`src/rtl/mem_arbiter_pkg.sv`:
```
`default_nettype none
// ============================================================================
// Module  : mem_arbiter_pkg -- shared types and constants for the arbiter
// Revision: 1.0 initial release
// ============================================================================
package mem_arbiter_pkg;

    typedef enum logic [1:0] {
        IDLE   = 2'd0,
        ACCESS = 2'd1,
        DONE   = 2'd2
    } state_t;

    typedef enum logic {
        GNT_CPU = 1'b0,
        GNT_DBG = 1'b1
    } gnt_t;

    localparam int unsigned C_WAIT_DEFAULT = 2;
    localparam int          C_CNT_W        = 4;

endpackage : mem_arbiter_pkg
`default_nettype wire

```
`src/rtl/rr_pick2.sv`:
```
`default_nettype none
// ============================================================================
// Module  : rr_pick2 -- two-way round-robin pick, favouring the side not granted last
// Revision: 1.0 initial release
// ============================================================================
module rr_pick2
    import mem_arbiter_pkg::*;
(
    input  logic cpu_req,
    input  logic dbg_req,
    input  gnt_t last_gnt,
    output gnt_t winner,
    output logic valid
);

    always_comb begin
        valid  = cpu_req | dbg_req;
        winner = GNT_CPU;
        if (cpu_req && dbg_req) begin
            winner = (last_gnt == GNT_CPU) ? GNT_DBG : GNT_CPU;
        end else if (dbg_req) begin
            winner = GNT_DBG;
        end
    end

endmodule : rr_pick2
`default_nettype wire

```
`src/rtl/mem_arbiter.sv`:
```
`default_nettype none
// ============================================================================
// Module  : mem_arbiter -- CPU/debug round-robin arbiter onto one fixed-latency memory
// Revision: 1.0 initial release
// ============================================================================
module mem_arbiter
    import mem_arbiter_pkg::*;
#(
    parameter int unsigned WAIT = C_WAIT_DEFAULT
) (
    input  logic        clk,
    input  logic        reset,
    input  logic        cpu_req,
    input  logic        cpu_we,
    input  logic [31:0] cpu_addr,
    input  logic [31:0] cpu_wdata,
    output logic        cpu_ack,
    input  logic        dbg_req,
    input  logic        dbg_we,
    input  logic [31:0] dbg_addr,
    input  logic [31:0] dbg_wdata,
    output logic        dbg_ack,
    output logic [31:0] rdata,
    output logic        err,
    output logic        mem_en,
    output logic        mem_we,
    output logic [31:0] mem_addr,
    output logic [31:0] mem_wdata,
    input  logic [31:0] mem_rdata
);

    gnt_t               w_winner;
    logic               w_valid;
    logic               w_we;
    logic [31:0]        w_addr;
    logic [31:0]        w_wdata;

    state_t             r_state;
    gnt_t               r_last_gnt;
    gnt_t               r_gnt;
    logic [C_CNT_W-1:0] r_cnt;

    rr_pick2 u_pick (
        .cpu_req  (cpu_req),
        .dbg_req  (dbg_req),
        .last_gnt (r_last_gnt),
        .winner   (w_winner),
        .valid    (w_valid)
    );

    always_comb begin
        w_we    = cpu_we;
        w_addr  = cpu_addr;
        w_wdata = cpu_wdata;
        if (w_winner == GNT_DBG) begin
            w_we    = dbg_we;
            w_addr  = dbg_addr;
            w_wdata = dbg_wdata;
        end
    end

    // The mem_* registers double as the latched transaction fields; they are
    // only non-zero while the access is in flight.
    always_ff @(posedge clk) begin
        if (reset) begin
            r_state    <= IDLE;
            r_last_gnt <= GNT_DBG;
            r_gnt      <= GNT_CPU;
            r_cnt      <= '0;
            cpu_ack    <= 1'b0;
            dbg_ack    <= 1'b0;
            rdata      <= '0;
            err        <= 1'b0;
            mem_en     <= 1'b0;
            mem_we     <= 1'b0;
            mem_addr   <= '0;
            mem_wdata  <= '0;
        end else begin
            case (r_state)
                IDLE: begin
                    cpu_ack <= 1'b0;
                    dbg_ack <= 1'b0;
                    rdata   <= '0;
                    err     <= 1'b0;
                    if (w_valid) begin
                        r_gnt      <= w_winner;
                        r_last_gnt <= w_winner;
                        if (w_addr[1:0] != 2'b00) begin
                            r_state <= DONE;
                            err     <= 1'b1;
                            cpu_ack <= (w_winner == GNT_CPU);
                            dbg_ack <= (w_winner == GNT_DBG);
                        end else begin
                            r_state   <= ACCESS;
                            mem_en    <= 1'b1;
                            mem_we    <= w_we;
                            mem_addr  <= w_addr;
                            mem_wdata <= w_wdata;
                            r_cnt     <= C_CNT_W'(WAIT - 1);
                        end
                    end
                end
                ACCESS: begin
                    if (r_cnt == '0) begin
                        r_state   <= DONE;
                        rdata     <= mem_we ? '0 : mem_rdata;
                        cpu_ack   <= (r_gnt == GNT_CPU);
                        dbg_ack   <= (r_gnt == GNT_DBG);
                        mem_en    <= 1'b0;
                        mem_we    <= 1'b0;
                        mem_addr  <= '0;
                        mem_wdata <= '0;
                    end else begin
                        r_cnt <= r_cnt - 1'b1;
                    end
                end
                DONE: begin
                    r_state <= IDLE;
                    cpu_ack <= 1'b0;
                    dbg_ack <= 1'b0;
                    rdata   <= '0;
                    err     <= 1'b0;
                end
                default: begin
                    r_state <= IDLE;
                end
            endcase
        end
    end

endmodule : mem_arbiter
`default_nettype wire

```
`config.mk`:
```
export PLATFORM = sky130hd
export DESIGN_NAME = mem_arbiter
export DESIGN_NICKNAME = d
export VERILOG_FILES = /design/src/rtl/mem_arbiter_pkg.sv /design/src/rtl/rr_pick2.sv /design/src/rtl/mem_arbiter.sv
export SDC_FILE = /design/constraint.sdc
export NUM_CORES = 1
export LEC_CHECK = 0
export BUFFER_PORTS_ARGS = -buffer_cell sky130_fd_sc_hd__buf_4
export CORE_ASPECT_RATIO = 0.8
export CORE_MARGIN = 8
export CORE_UTILIZATION = 40
export CTS_CLUSTER_DIAMETER = 30
export DETAILED_ROUTE_END_ITERATION = 10
export GPL_TIMING_DRIVEN = 0
export HOLD_SLACK_MARGIN = 0.05
export PLACE_DENSITY_LB_ADDON = 0.08
export SYNTH_ARGS = -nofsm -noshare
export SYNTH_HDL_FRONTEND = slang
export SYNTH_SLANG_ARGS = --single-unit
```
`constraint.sdc`:
```
create_clock -name clk -period 3.29 [get_ports clk]
set_clock_uncertainty 0.2 [all_clocks]
set_input_delay 0.329 -clock clk [delete_from_list [all_inputs] [get_ports clk]]
set_output_delay 0.329 -clock clk [all_outputs]
set_load 0.02 [all_outputs]
```
# [Word-level counts from Yosys, hierarchy flattened]
# Index checks and enable logic that the tools add are counted.
# Widths: inputs -> output; s select.
[word_totals] regBits=109 input_bits=166 out_inout_bits=101
[op_classes] addsub=1 eq_ne=6 muxes=42 n_bitwise=3 reduce_logical=15
[ops] operator="$mux 32" count=9
[ops] operator="$pmux 32 s2" count=3
[ops] operator="$mux 1" count=17
[ops] operator="$mux 4" count=3
[ops] operator="$pmux 4 s2" count=1
[ops] operator="$reduce_and 2->1" count=4
[ops] operator="$reduce_and 4->1" count=2
[ops] operator="$reduce_bool 2->1" count=4
[ops] operator="$mux 2" count=3
[ops] operator="$ne 2x2->1 const B" count=3
[ops] operator="$pmux 1 s2" count=3
[ops] operator="$pmux 1 s3" count=2
[ops] operator="$logic_not 4->1" count=1
[ops] operator="$pmux 2 s2" count=1
[ops] operator="$sub 4x1->4 const B" count=1
[ops] operator="$reduce_bool 3->1" count=1
[ops] operator="$eq 2x1->1 const B" count=1
[ops] operator="$eq 2x2->1 const B" count=1
[ops] operator="$logic_not 2->1" count=1
[ops] operator="$ne 2x1->1 const B" count=1
[ops] operator="$not 1->1" count=2
[ops] operator="$reduce_or 2->1" count=1
[ops] operator="$logic_and 1x1->1" count=1
[ops] operator="$or 1x1->1" count=1

# [Logic depth before layout (Yosys ltp)]
[logic_depth] depth_word=7 depth_mapped=8 depth_no_buf=6

# [Hierarchy]
# From an unflattened synthesis, not the netlist that was laid out.
[hier_totals] cells_unflattened=451 area_unflattened_um2=4966.0
[by_module_without_submodules] module="mem_arbiter" instances=1 cells_per_inst=449 area_per_inst_um2=4952.2 seq_area_each_um2=2182.1
[by_module_without_submodules] module="rr_pick2" instances=1 cells_per_inst=2 area_per_inst_um2=13.8 seq_area_each_um2=0.0

# [Worst setup path after synthesis]
# OpenSTA, ideal clock, no wires.
[synth_timing] path_type="reg-to-reg" start="reg r_state[1]" end="reg mem_addr[15]" setup_ns=0.115 t_arrival_ns=1.714 path_slack_ns=1.260 stages_incl_launch_ff=9 path_buffers=2 period_less_slack_ns=2.030 path_cell_list="dfxtp_1 > inv_1 > ha_1 > or4bb_1 > nand2_1 > a21oi_1 > clkbuf_1 > buf_2 > o2bb2ai_2"
[synth_between] elab_chain_len=3
[synth_rtl] item="from (decl)" line_no="mem_arbiter.sv:38" rtl="state_t r_state;"
[synth_rtl] item="from (signal assigned)" line_no="mem_arbiter.sv:66" rtl="r_state <= IDLE;"
[synth_rtl] item="from (signal assigned)" line_no="mem_arbiter.sv:89" rtl="r_state <= DONE;"
[synth_rtl] item="from (signal assigned)" line_no="mem_arbiter.sv:94" rtl="r_state <= ACCESS;"
[synth_rtl] item="$eq 2x1->1 or $logic_not 2->1 (tied branches)" line_no="mem_arbiter.sv:79" rtl="case (r_state)"
[synth_rtl] item="$ne 2x2->1 (no line) (tied with other cells)"
[synth_rtl] item="$reduce_and 4->1 (no line)"
[synth_rtl] item="to (signal assigned)" line_no="mem_arbiter.sv:97" rtl="mem_addr <= w_addr;"
[synth_rtl] item="to (decl)" line_no="mem_arbiter.sv:27" rtl="output logic [31:0] mem_addr,"
# Parallel ways exist; a longest one is shown, timed or not.
# A chain may end at the register's enable or synchronous reset.

# [Final worst setup path]
[layout_timing] start="reg r_state[0]" end="reg rdata[6]"
[layout_between] elab_chain_len=4
[layout_rtl] item="$eq 2x2->1 or $logic_not 2->1 (tied branches)" line_no="mem_arbiter.sv:79"
[layout_rtl] item="$reduce_or 2->1 (no line)"
[layout_rtl] item="$reduce_bool 2->1 (no line)"
[layout_rtl] item="$reduce_and 2->1 (no line)"
[layout_rtl] item="to (signal assigned)" line_no="mem_arbiter.sv:106" rtl="rdata <= mem_we ? '0 : mem_rdata;"
[layout_rtl] item="to (decl)" line_no="mem_arbiter.sv:23" rtl="output logic [31:0] rdata,"
# Parallel ways exist; a longest one is shown, timed or not.

==> results.yml <==
sta:
  fin_setup_tns_ns: 0
  tightestPinTransition_ns: 0.736
  rsz0062_at_grt: "no"
  min_period_ns: 2.45
  setup_violations: 0
  timing.final.crit_share_pct: 74.6
  fmax_ghz: 0.408
  slew_headroom_pct: 51.0
  layout_setup_ws_ns: 0.837
  slew_violations: 0
  finalHoldViolCount: 0
logic_synthesis:
  synth_flop_cell: "dfxtp_1"
  syn_nets: 621
  synth_area_um2: 4920
  syn_avg_cell_area_um2: 11.0
  yosysUniqueCellTypes: 41
  async_flop_share_pct: 0
  synth_area_leader_cell: "dfxtp_1"
  yosysWarnings: 0
  synth.top_cell.area_share_pct: 44.4
  post_synth_mux_area_share_pct: 13.0
  synth-compound-area-share_pct: 26.6
  synth-seq-area-share_pct: 44.4
  yosys-top-cells-area: "dfxtp_1, o2bb2ai_2, mux2i_1"
  synth-xor-area-share_pct: 0
  yosys_register_bits: 109
  synth-simple-area-share_pct: 9.74
  synth_top_family_by_area: "compound AO/OA/AOI/OAI gates"
  synth_edf_count: 0
  yosys.area_share.adder_pct: 1.53
  syn_inst: 449
global_routing:
  grtUsageMet1_pct: 20.4
  grtUsageMet3_pct: 7.97
  grt_max_degree: 17
  use_met2_pct: 31.5
  grt_busiest_layer: "met2"
  antenna_found_initial: 0
  grt_usage_pct: 18.2
  grt_pass1_vias: 4592
  grt_overflow_total: 0
  grt_pass1_wl_um: 23700
min_path:
  min_to: "rdata[21]"
  holdPathStages: 3
  hp-class: "input pin to register"
  hold_start: "mem_rdata[21]"
floorplanning:
  fp.dieH_um: 115
  core_area_um2: 12100
  dieArea_um2: 16100
  die_w_um: 140
  top_level_ports: 267
  rows: 36
  start_util_pct: 40.7
final_layout:
  fin_nets: 917
  final_util_pct: 63.0
  final_cell_mix: "buf_4, dfxtp_1, mux2i_1"
  area_delta_synth_final_pct: 54.5
  antenna_cells: 0
  drive_gt1_share_pct: 48.0
  layout_commonest_cell: "buf_4"
setup_path:
  rr_endpoint: "rdata[6]"
  max_stage_delay_ns: 0.47
  r2r-start: "r_state[0]"
  ff2ff_path_depth: 7
  endpoint_kind: "register"
  crit_fanout: 10
  start_kind: "register"
  reg2reg_slack_ns: 0.84
  crit_buf_inv: 3
  cp_slowest_cell: "nor3_1"
  critical_path_arrival_ns: 2.51
  crit_chain: "inv_1 > ha_1 > clkbuf_1 > nor3_1 > clkbuf_1 > nand3_1 > a21oi_1"
  worstSetupPathType: "register to register"
  cp_common_cell: "clkbuf_1"
  cp.required_ns: 3.35
  cpLargestDelayFamily: "buffers and inverters"
clock_tree:
  cts_tree: "built"
  clk_path_buf_depth: 2
  cts.sinks: 109
  insertion_delay_ns: 0.33
  cts.htree.levels: 3
  root_buffer: "clkbuf_16"
  cts.clk_slew.worst_paths_ns: 0.07
  cts_resized: 0
  numCtsBuffers: 9
drt:
  drt-initial-drc-count: 198
  routedWlPerCell_um: 17.2
  postRouteAntennaNets: 0
  drc: 0
  vias: 4517
  drt_pass1_iterations: 4
  wirelength_um: 15500
  via_per_inst: 5.01
power:
  ir_worst_vdd_v: 0.000296
  cellLeakagePower_nw: 3.56
  power.density_nw_per_um2: 464
place:
  place_congestion: 0.835
  portBuffers: 266
  dp_slack_ns: 0.871
  dp_hpwl_um: 12400
outcome:
  outcome: "finished clean"
flow_run:
  max-cap-violations: 0
-- Yosys cell counts (2+ instances only) --
| cell | count |
|---|---|
| or4_1 | 4 |
| mux2i_1 | 64 |
| nor2_1 | 7 |
| o221a_2 | 2 |
| a21boi_0 | 2 |
| nor3_1 | 5 |
| buf_6 | 6 |
| nand3_1 | 33 |
| clkbuf_1 | 21 |
| or3b_1 | 2 |
| o21ai_0 | 4 |
| and2_1 | 2 |
| nand2_1 | 35 |
| o31ai_1 | 4 |
| o2bb2ai_2 | 60 |
| nand3b_1 | 2 |
| buf_2 | 10 |
| dfxtp_1 | 109 |
| ha_1 | 6 |
| a21oi_1 | 40 |
| or3_1 | 2 |
| inv_1 | 8 |
| o2bb2ai_1 | 3 |
-- metrics by stage --
step	hold slack [ns]	area (um2)	instances	total power, mW
after floorplan	0.256	4920	449	2.04
after global placement	0.239	7110	867	2.43
after detailed placement	0.243	7110	867	2.45
after CTS	0.0503	7600	902	3.57
after global routing	0.0511	7600	902	3.71
final	0.0596	7600	902	3.53
-- how the worst max path moves through the flow --
stage,depth (start not counted),from,endpoint
after floorplan,8,r_state[1],mem_addr[15]
after global placement,8,dbg_req,mem_wdata[30]
after detailed placement,7,r_state[0],rdata[30]
after CTS,7,r_state[0],rdata[2]
after global routing,7,r_state[0],rdata[10]
final,7,r_state[0],rdata[6]
-- report_power, final --
| group | leakage, nW | internal (mW) | switching (mW) |
|---|---|---|---|
| clock network | 0.150 | 0.633 | 0.465 |
| logic | 2.53 | 0.438 | 0.516 |
| registers | 0.886 | 1.41 | 0.0640 |
-- layer usage --
layer | up-vias | part of all wire [%]
met1 | 2084 | 41
met5 | - | 0
met3 | 12 | 9.1
met2 | 168 | 49
met4 | 0 | 1.1
li1 | 2253 | -
-- cell type report --
class | instances | area, um2
clock inverters | 3 | 43.8
flip-flops and latches | 109 | 2180
well taps | 152 | 190
inverters | 8 | 30.0
multi-input cells | 294 | 2500
repair buffers | 285 | 2190
clock buffers | 13 | 260
plain buffers | 38 | 204
fillers | 1002 | 4470
-- sequential cells by signal (all words and copies together), names as in the netlist --
register,count
mem_en,1
r_cnt,4
dbg_ack,1
mem_we,1
r_state,2
r_last_gnt,1
cpu_ack,1
rdata,32
r_gnt,1
mem_wdata,32
err,1
mem_addr,32
-- worst min-delay path, delay by kind of cell --
kind / cells / cell delay (ns)
AOI/OAI and AO/OA: 1 / 0.06
buffers and inverters: 1 / 0.11
and+or+nand+nor: 1 / 0.05
-- logic make-up (layout without fill, tap and decap cells) --
| kind of cell | after synthesis | after routing |
|---|---|---|
| AO/OA/AOI/OAI | 126 | 126 |
| buffers and inverters | 46 | 347 |
| multiplexers | 64 | 64 |
| AND/OR/NAND/NOR | 98 | 98 |
| flip-flops | 109 | 109 |
| adder cells (fa/ha/maj) | 6 | 6 |
-- repair_timing --
action,in CTS,in global routing
hold buffers,19,0
hold endpoints to repair,19,0
setup buffers,0,0
Power figures use the tool's default switching activity.
